<file path="src/rtl/pal_pkg.sv">
// Shared types and constants for the PAL output macrocell bank.
package pal_pkg;

   localparam int CFG_BITS_PER_MC = 3;
   localparam int MC_REG_BIT      = 0;
   localparam int MC_INV_BIT      = 1;
   localparam int MC_OE_BIT       = 2;

   typedef enum logic [1:0] {
      IDLE,
      SHIFT,
      COMMIT
   } cfg_state_e;

   // Packed so that bit order matches the serial stream: {oe, invert, reg_mode}.
   typedef struct packed {
      logic oe;
      logic invert;
      logic reg_mode;
   } mc_cfg_t;

endpackage

</file>
<file path="src/rtl/pal_macrocell.sv">
// One PAL output macrocell: D flip-flop with clock enable, comb/reg mode mux,
// output polarity and output enable.
module pal_macrocell
   import pal_pkg::*;
(
   input  logic    clk,
   input  logic    rst,
   input  logic    ce,
   input  logic    or_term_i,
   input  mc_cfg_t cfg_i,
   output logic    pin_out_o,
   output logic    pin_oe_o,
   output logic    fb_o
);

   logic q_q;
   logic q_d;
   logic mode_val;

   // q tracks the sum term in every mode so a later switch to registered
   // mode exposes the most recent captured value.
   always_comb begin
      q_d = ce ? or_term_i : q_q;
   end

   always_ff @(posedge clk) begin
      if (rst) begin
         q_q <= 1'b0;
      end else begin
         q_q <= q_d;
      end
   end

   assign mode_val  = cfg_i.reg_mode ? q_q : or_term_i;
   assign pin_out_o = mode_val ^ cfg_i.invert;
   assign pin_oe_o  = cfg_i.oe;
   assign fb_o      = mode_val;

endmodule

</file>
<file path="src/rtl/pal_macrocell_bank.sv">
// Bank of PAL output macrocells with a serial config loader and atomic commit.
// Optional build macro PAL_MC_CFG_PARITY_EN adds a trailing even-parity bit and cfg_err.
module pal_macrocell_bank
   import pal_pkg::*;
#(
   parameter int N_OUT = 2
) (
   input  logic             clk,
   input  logic             rst,
   input  logic             ce,
   input  logic [N_OUT-1:0] or_terms,
   input  logic             cfg_start,
   input  logic             cfg_valid,
   input  logic             cfg_bit,
   output logic             cfg_ready,
   output logic             cfg_done,
   output logic [N_OUT-1:0] pin_out,
   output logic [N_OUT-1:0] pin_oe,
   output logic [N_OUT-1:0] fb
`ifdef PAL_MC_CFG_PARITY_EN
   ,
   output logic             cfg_err
`endif
);

   localparam int CFG_W = N_OUT * CFG_BITS_PER_MC;
`ifdef PAL_MC_CFG_PARITY_EN
   localparam int STREAM_LEN = CFG_W + 1;
`else
   localparam int STREAM_LEN = CFG_W;
`endif
   localparam int CNT_W = $clog2(CFG_W + 1);
   localparam logic [CNT_W-1:0] LAST_IDX  = CNT_W'(STREAM_LEN - 1);
   localparam logic [CNT_W-1:0] CFG_W_CNT = CNT_W'(CFG_W);

   cfg_state_e       state_q, state_d;
   logic [CNT_W-1:0] count_q, count_d;
   logic [CFG_W-1:0] shadow_q, shadow_d;
   logic [CFG_W-1:0] active_q, active_d;
`ifdef PAL_MC_CFG_PARITY_EN
   logic             err_q, err_d;
`endif

   always_ff @(posedge clk) begin
      if (rst) begin
         state_q  <= IDLE;
         count_q  <= '0;
         shadow_q <= '0;
         active_q <= '0;
`ifdef PAL_MC_CFG_PARITY_EN
         err_q    <= 1'b0;
`endif
      end else begin
         state_q  <= state_d;
         count_q  <= count_d;
         shadow_q <= shadow_d;
         active_q <= active_d;
`ifdef PAL_MC_CFG_PARITY_EN
         err_q    <= err_d;
`endif
      end
   end

   always_comb begin
      state_d   = state_q;
      count_d   = count_q;
      shadow_d  = shadow_q;
      active_d  = active_q;
      cfg_ready = 1'b0;
      cfg_done  = 1'b0;
`ifdef PAL_MC_CFG_PARITY_EN
      err_d     = 1'b0;
`endif
      case (state_q)
         IDLE: begin
            if (cfg_start) begin
               state_d = SHIFT;
               count_d = '0;
            end
         end
         SHIFT: begin
            cfg_ready = 1'b1;
            // A restart wins over any bit presented in the same cycle.
            if (cfg_start) begin
               count_d = '0;
            end else if (cfg_valid) begin
               if (count_q < CFG_W_CNT) begin
                  shadow_d[count_q] = cfg_bit;
               end
               if (count_q == LAST_IDX) begin
`ifdef PAL_MC_CFG_PARITY_EN
                  if (cfg_bit == ^shadow_q) begin
                     state_d = COMMIT;
                  end else begin
                     state_d = IDLE;
                     err_d   = 1'b1;
                  end
`else
                  state_d = COMMIT;
`endif
               end else begin
                  count_d = count_q + 1'b1;
               end
            end
         end
         COMMIT: begin
            cfg_done = 1'b1;
            active_d = shadow_q;
            state_d  = IDLE;
         end
         default: begin
            state_d = IDLE;
         end
      endcase
   end

`ifdef PAL_MC_CFG_PARITY_EN
   assign cfg_err = err_q;
`endif

   for (genvar gi = 0; gi < N_OUT; gi++) begin : g_cell
      mc_cfg_t cell_cfg;

      assign cell_cfg.reg_mode = active_q[gi*CFG_BITS_PER_MC + MC_REG_BIT];
      assign cell_cfg.invert   = active_q[gi*CFG_BITS_PER_MC + MC_INV_BIT];
      assign cell_cfg.oe       = active_q[gi*CFG_BITS_PER_MC + MC_OE_BIT];

      pal_macrocell u_cell (
         .clk       (clk),
         .rst       (rst),
         .ce        (ce),
         .or_term_i (or_terms[gi]),
         .cfg_i     (cell_cfg),
         .pin_out_o (pin_out[gi]),
         .pin_oe_o  (pin_oe[gi]),
         .fb_o      (fb[gi])
      );
   end

endmodule

</file>
<file path="config.mk">
export PLATFORM = sky130hd
export DESIGN_NAME = pal_macrocell_bank
export DESIGN_NICKNAME = d
export VERILOG_FILES = /design/src/rtl/pal_pkg.sv /design/src/rtl/pal_macrocell.sv /design/src/rtl/pal_macrocell_bank.sv
export SDC_FILE = /design/constraint.sdc
export NUM_CORES = 1
export LEC_CHECK = 0
export ABC_AREA = 1
export BUFFER_PORTS_ARGS = -buffer_cell sky130_fd_sc_hd__buf_2
export CAP_MARGIN = 30
export CORE_ASPECT_RATIO = 0.9
export CORE_MARGIN = 2
export CORE_UTILIZATION = 45
export CTS_CLUSTER_DIAMETER = 60
export DETAILED_ROUTE_END_ITERATION = 12
export PLACE_DENSITY = 0.69
export SETUP_SLACK_MARGIN = 0.4
export SKIP_LAST_GASP = 1
export SLEW_MARGIN = 20
export SYNTH_ARGS = -nofsm -noshare
export SYNTH_HDL_FRONTEND = slang
export SYNTH_HIERARCHICAL = 1
export SYNTH_SLANG_ARGS = --single-unit
</file>
<file path="constraint.sdc">
create_clock -name clk -period 1.7 [get_ports clk]
set_clock_uncertainty 0.05 [all_clocks]
set_input_delay 0.17 -clock clk [delete_from_list [all_inputs] [get_ports clk]]
set_output_delay 0.17 -clock clk [all_outputs]
set_load 0.02 [all_outputs]
</file>
# Word-level counts from Yosys, hierarchy flattened
# Index checks and enable logic that the tools add are counted.
# totals
rom_bits,0
regBits,19
input_bits,8
word_cells,45
latchBits,0
out_inout_bits,8
mem_count,0
ram_bits,0
# classes
mul,0
n_div,0
shifts,0
reduce_logical,6
eq_ne,9
n_bitwise,3
mux,17
magnitude_cmp,3
addsub,1
# ops
cell,count
3-bit 2-to-1 mux,4
4-bit AND reduction,3
2-bit 2-to-1 mux,4
"2-bit inequality test, second input constant",4
6-bit bitwise mux,1
"3-bit inequality test, second input constant",2
3-bit case mux with 2 select lines,1
1-bit 2-to-1 mux,5
"3-bit by 4-bit less-than comparator with 1-bit output, second input constant",1
2-bit case mux with 2 select lines,1
"3-bit by 1-bit adder with 3-bit output, second input constant",1
1-bit demux with 3-bit select,1
"3-bit == test, second input constant",1
"3-bit by 1-bit greater-or-equal comparator with 1-bit output, second input constant",1
"3-bit less-than comparator, second input constant",1
"2-bit by 1-bit == test with 1-bit output, second input constant",1
"2-bit == test, second input constant",1
2-bit logical NOT,1
2-bit nonzero test,1
1-bit bitwise XOR,2
1-bit logical AND,1
1-bit inverter,1

# Longest topological paths before layout
# depth
word_depth,5
mapped_depth,9

# Cells and area by module
# The synthesis kept the hierarchy.
# by_module_without_submodules
module,instances,area_each_um2,cells_each
pal_macrocell_bank,1,794.5,119
pal_macrocell,2,98.8,18

# Least setup slack after synthesis
# OpenSTA, ideal clock, no wires.
# synth_timing
kind,flip-flop to flip-flop
from,reg state_q[1]
to,reg active_q[0]
arrival_ns,1.278
n_path_buf,0
setup_ns,0.116
stages_incl_launch_ff,6
slack_ns,0.256
path_cell_list,dfxtp_1 -> inv_1 -> nor2_1 -> inv_1 -> nor2_1 -> nor2_1
# synth_via
elab_chain_cells,1
# synth_rtl
item,line,source
"start, declared",pal_macrocell_bank.sv:36,"cfg_state_e state_q, state_d;"
"start signal, assigned",pal_macrocell_bank.sv:54,state_q <= state_d;
2-bit == test,pal_macrocell_bank.sv:74,case (state_q)
"end signal, assigned",pal_macrocell_bank.sv:57,active_q <= active_d;
"end, declared",pal_macrocell_bank.sv:39,"logic [CFG_W-1:0] active_q, active_d;"
# No other way between the ends.
# A chain may end at the register's enable or synchronous reset.

# Worst setup path in the final report
# layout_timing
from,reg active_q[3]
to,out pin_out[1]
# layout_via
elab_chain_cells,2
# layout_rtl
item,line,source
1-bit 2-to-1 mux,pal_macrocell.sv:34,assign mode_val = cfg_i.reg_mode ? q_q : or_term_i;
1-bit bitwise XOR,pal_macrocell.sv:35,assign pin_out_o = mode_val ^ cfg_i.invert;
"end, declared",pal_macrocell_bank.sv:17,"output logic [N_OUT-1:0] pin_out,"
# No other way between the ends.

==> qor.csv <==
metric,value,unit
status,completed,
vias,961,
CP max FO,4,
die area,2600,um^2
Initial Util,46.8,%
met2 GRT Util,28.6,%
port bufs,15,
syn_nets,165,
Commonest cells post-synth,"nand2_1 (37), nor2_1 (35), inv_1 (20)",
Max VDD drop,539,uV
Die Width,53.5,um
CTS Buf Count,3,
vias per std cell,4.73,
CTS HTree Levels,1,
clock latency on the worst-skew pair,0.30,ns
worst path required time,1.48,ns
post-synthesis async set-or-reset flop share,0,%
clock sinks,19,
GRT Max-Usage Layer,met2,
Root Buffer,clkbuf_4,
Post-Syn Instances,155,
global routing usage on met3,5.56,%
Period minus WS final,1.26,ns
critical-path cell list,inv_2 -> nand2_1 -> nand3_1 -> nand2_2 -> buf_6,
Slew Limit Fails,0,
final setup violation count,0,
Final period util,74.3,%
post-route ant nets,0,
Hold Path Depth,2,
RSZ-0062 raised after global routing,yes,
Synth top area share,38.3,%
initial antenna violation count,0,
R2R depth,7,
Synth area leaders,"dfxtp_1 (38%), nand2_1 (14%), nor2_1 (13%)",
first-pass GRT wire length,3.49,mm
worst slew pin tran,0.443,ns
hold buffers post-CTS,0,
GR Layer Usage met1,22.7,%
f_max,792,MHz
Slew HR,70.4,%
GRT overflow,0,
Final Power,860,uW
Hold Worst Slack,0.0268,ns
Placed Cells,193,
sequential fraction of the synthesis area,38.3,%
mean routed wirelength per cell,10.8,um
DRT iter0 DRCs,15,
Seq cells post-synth,19,
routability congestion estimate,0.847,
Placement Rows,16,
ys flop type,dfxtp_1,
top-count cell post-synth,nand2_1,
Max-cap violations,0,
share of cells above drive strength 1,34.1,%
CP Launch Type,register,
worst path arrival time,1.04,ns
Cell Pwr Density,674,nW/um^2
fin cells,203,
"EDFF count, synth",0,
CORE AREA,2120,um^2
Leak,0.605,nW
"Cell Area, Synth",992,um^2
Clock transition at path regs,0.10,ns
number of global-route vias before repair,884,
GRT Total Usage,17.6,%
type of the tightest min-delay check,input port to register,
Synthesis Warnings,6,
DRC,0,
die height,48.5,um
Setup TNS,0,ns
Top Ports,16,
slowest cell delay on critical path,0.37,ns
DP HPWL,1.48,mm
Crit Path Class,register to output port,
drt total wl,2.19,mm
Synth cell types,18,
synthesis-to-layout area growth,28.8,%
Mapped Avg Cell Area,6.40,um^2
largest area contributor in the netlist,dfxtp_1,
nets@finish,187,
"slowest stage cell, crit path",dfxtp_4,
CP Capture Type,output port,
largest net degree at the start of global routing,17,
"Hold Vio Cnt, Final",0,
CTS max path bufs,2,
Detailed Routing Iterations Pass 1,4,
CTS tree,yes,
Antenna Cells,0,
-- kinds of logic (layout without fill, tap and decap cells) --
logic type               count (synthesis)  count (layout)  share of synthesized area (%)
flip-flops                              19              19                           38.3
buffers and inverters                   26              46                           11.3
adder cells (fa/ha/maj)                  2               2                           2.52
AO/OA/AOI/OAI                           17              17                           8.70
AND/OR/NAND/NOR                         91              92                           39.1
-- registers in the layout, indices dropped and copies added, names as in the netlist --
name	count
shadow_q	6
g_cell.u_cell/q_q	2
state_q	2
active_q	6
count_q	3
-- critical path: cells and delay by family, from the launching register on --
family / cells / cell delay [ns]
buffers and inverters: 2 / 0.18
DFF: 1 / 0.37
and+or+nand+nor: 3 / 0.19
-- per-layer routing --
layer  wire [um]  part of all wire, %
met1         998                   46
met2        1120                   51
met3          72                  3.3
met4           0                    0
met5           0                    0
-- power by group --
group / switching (mW) / internal (mW) / total [mW]
clock: 0.134 / 0.0877 / 0.222
sequential: 0.0167 / 0.456 / 0.473
combinational: 0.0988 / 0.0673 / 0.166
total: 0.250 / 0.611 / 0.860
-- placed cells by master, fill, tap and decap left out --
cell type / count
a21oi_1: 9
buf_2: 11
buf_4: 5
buf_6: 4
clkbuf_4: 3
clkinv_2: 1
dfxtp_1: 11
dfxtp_2: 3
dfxtp_4: 5
ha_1: 1
ha_4: 1
inv_1: 18
inv_2: 2
inv_4: 2
nand2_1: 29
nand2_2: 9
nand2_4: 2
nand3_1: 8
nand3_2: 5
nand4_1: 1
nor2_1: 31
nor2_2: 3
nor2_4: 4
o21ai_0: 6
o21ai_1: 1
o22ai_1: 1
-- timing repair --
action	4_1_cts	5_1_grt
endpoints found under the hold margin	0	0
pin swaps	2	10
buffers inserted	2	3
gates cloned	0	1
setup endpoints to repair	17	16
gates resized for setup	13	34
-- area by class of cell --
class / count / area, um^2
well taps: 27 / 33.8
clock inverters: 1 / 5.00
inverters: 22 / 87.6
multi-input cells: 111 / 588
flip-flops and latches: 19 / 403
clock buffers: 3 / 22.5
repair buffers: 20 / 138
fillers: 207 / 845
-- per-stage QoR --
step	util (%)	worst slack (ns)	cell area [um^2]
final	60.2	0.438	1280
after global routing	60.2	0.373	1280
after CTS	54.0	0.402	1150
after detailed placement	50.6	0.268	1070
after global placement	50.6	0.326	1070
after floorplan	-	0.391	995
-- final timing paths --
| path | from | to | slack, ns |
|---|---|---|---|
| max | active_q[3]$_SDFFE_PP0P_ | pin_out[1] | 0.44 |
| min | rst | g_cell[0].u_cell/q_q$_SDFFE_PP0P_ | 0.03 |
| max reg2reg | state_q[0]$_SDFFE_PP0P_ | shadow_q[5]$_SDFFE_PP0P_ | 0.46 |
| min reg2reg | g_cell[0].u_cell/q_q$_SDFFE_PP0P_ | g_cell[0].u_cell/q_q$_SDFFE_PP0P_ | 0.43 |
Power figures use the tool's default switching activity.
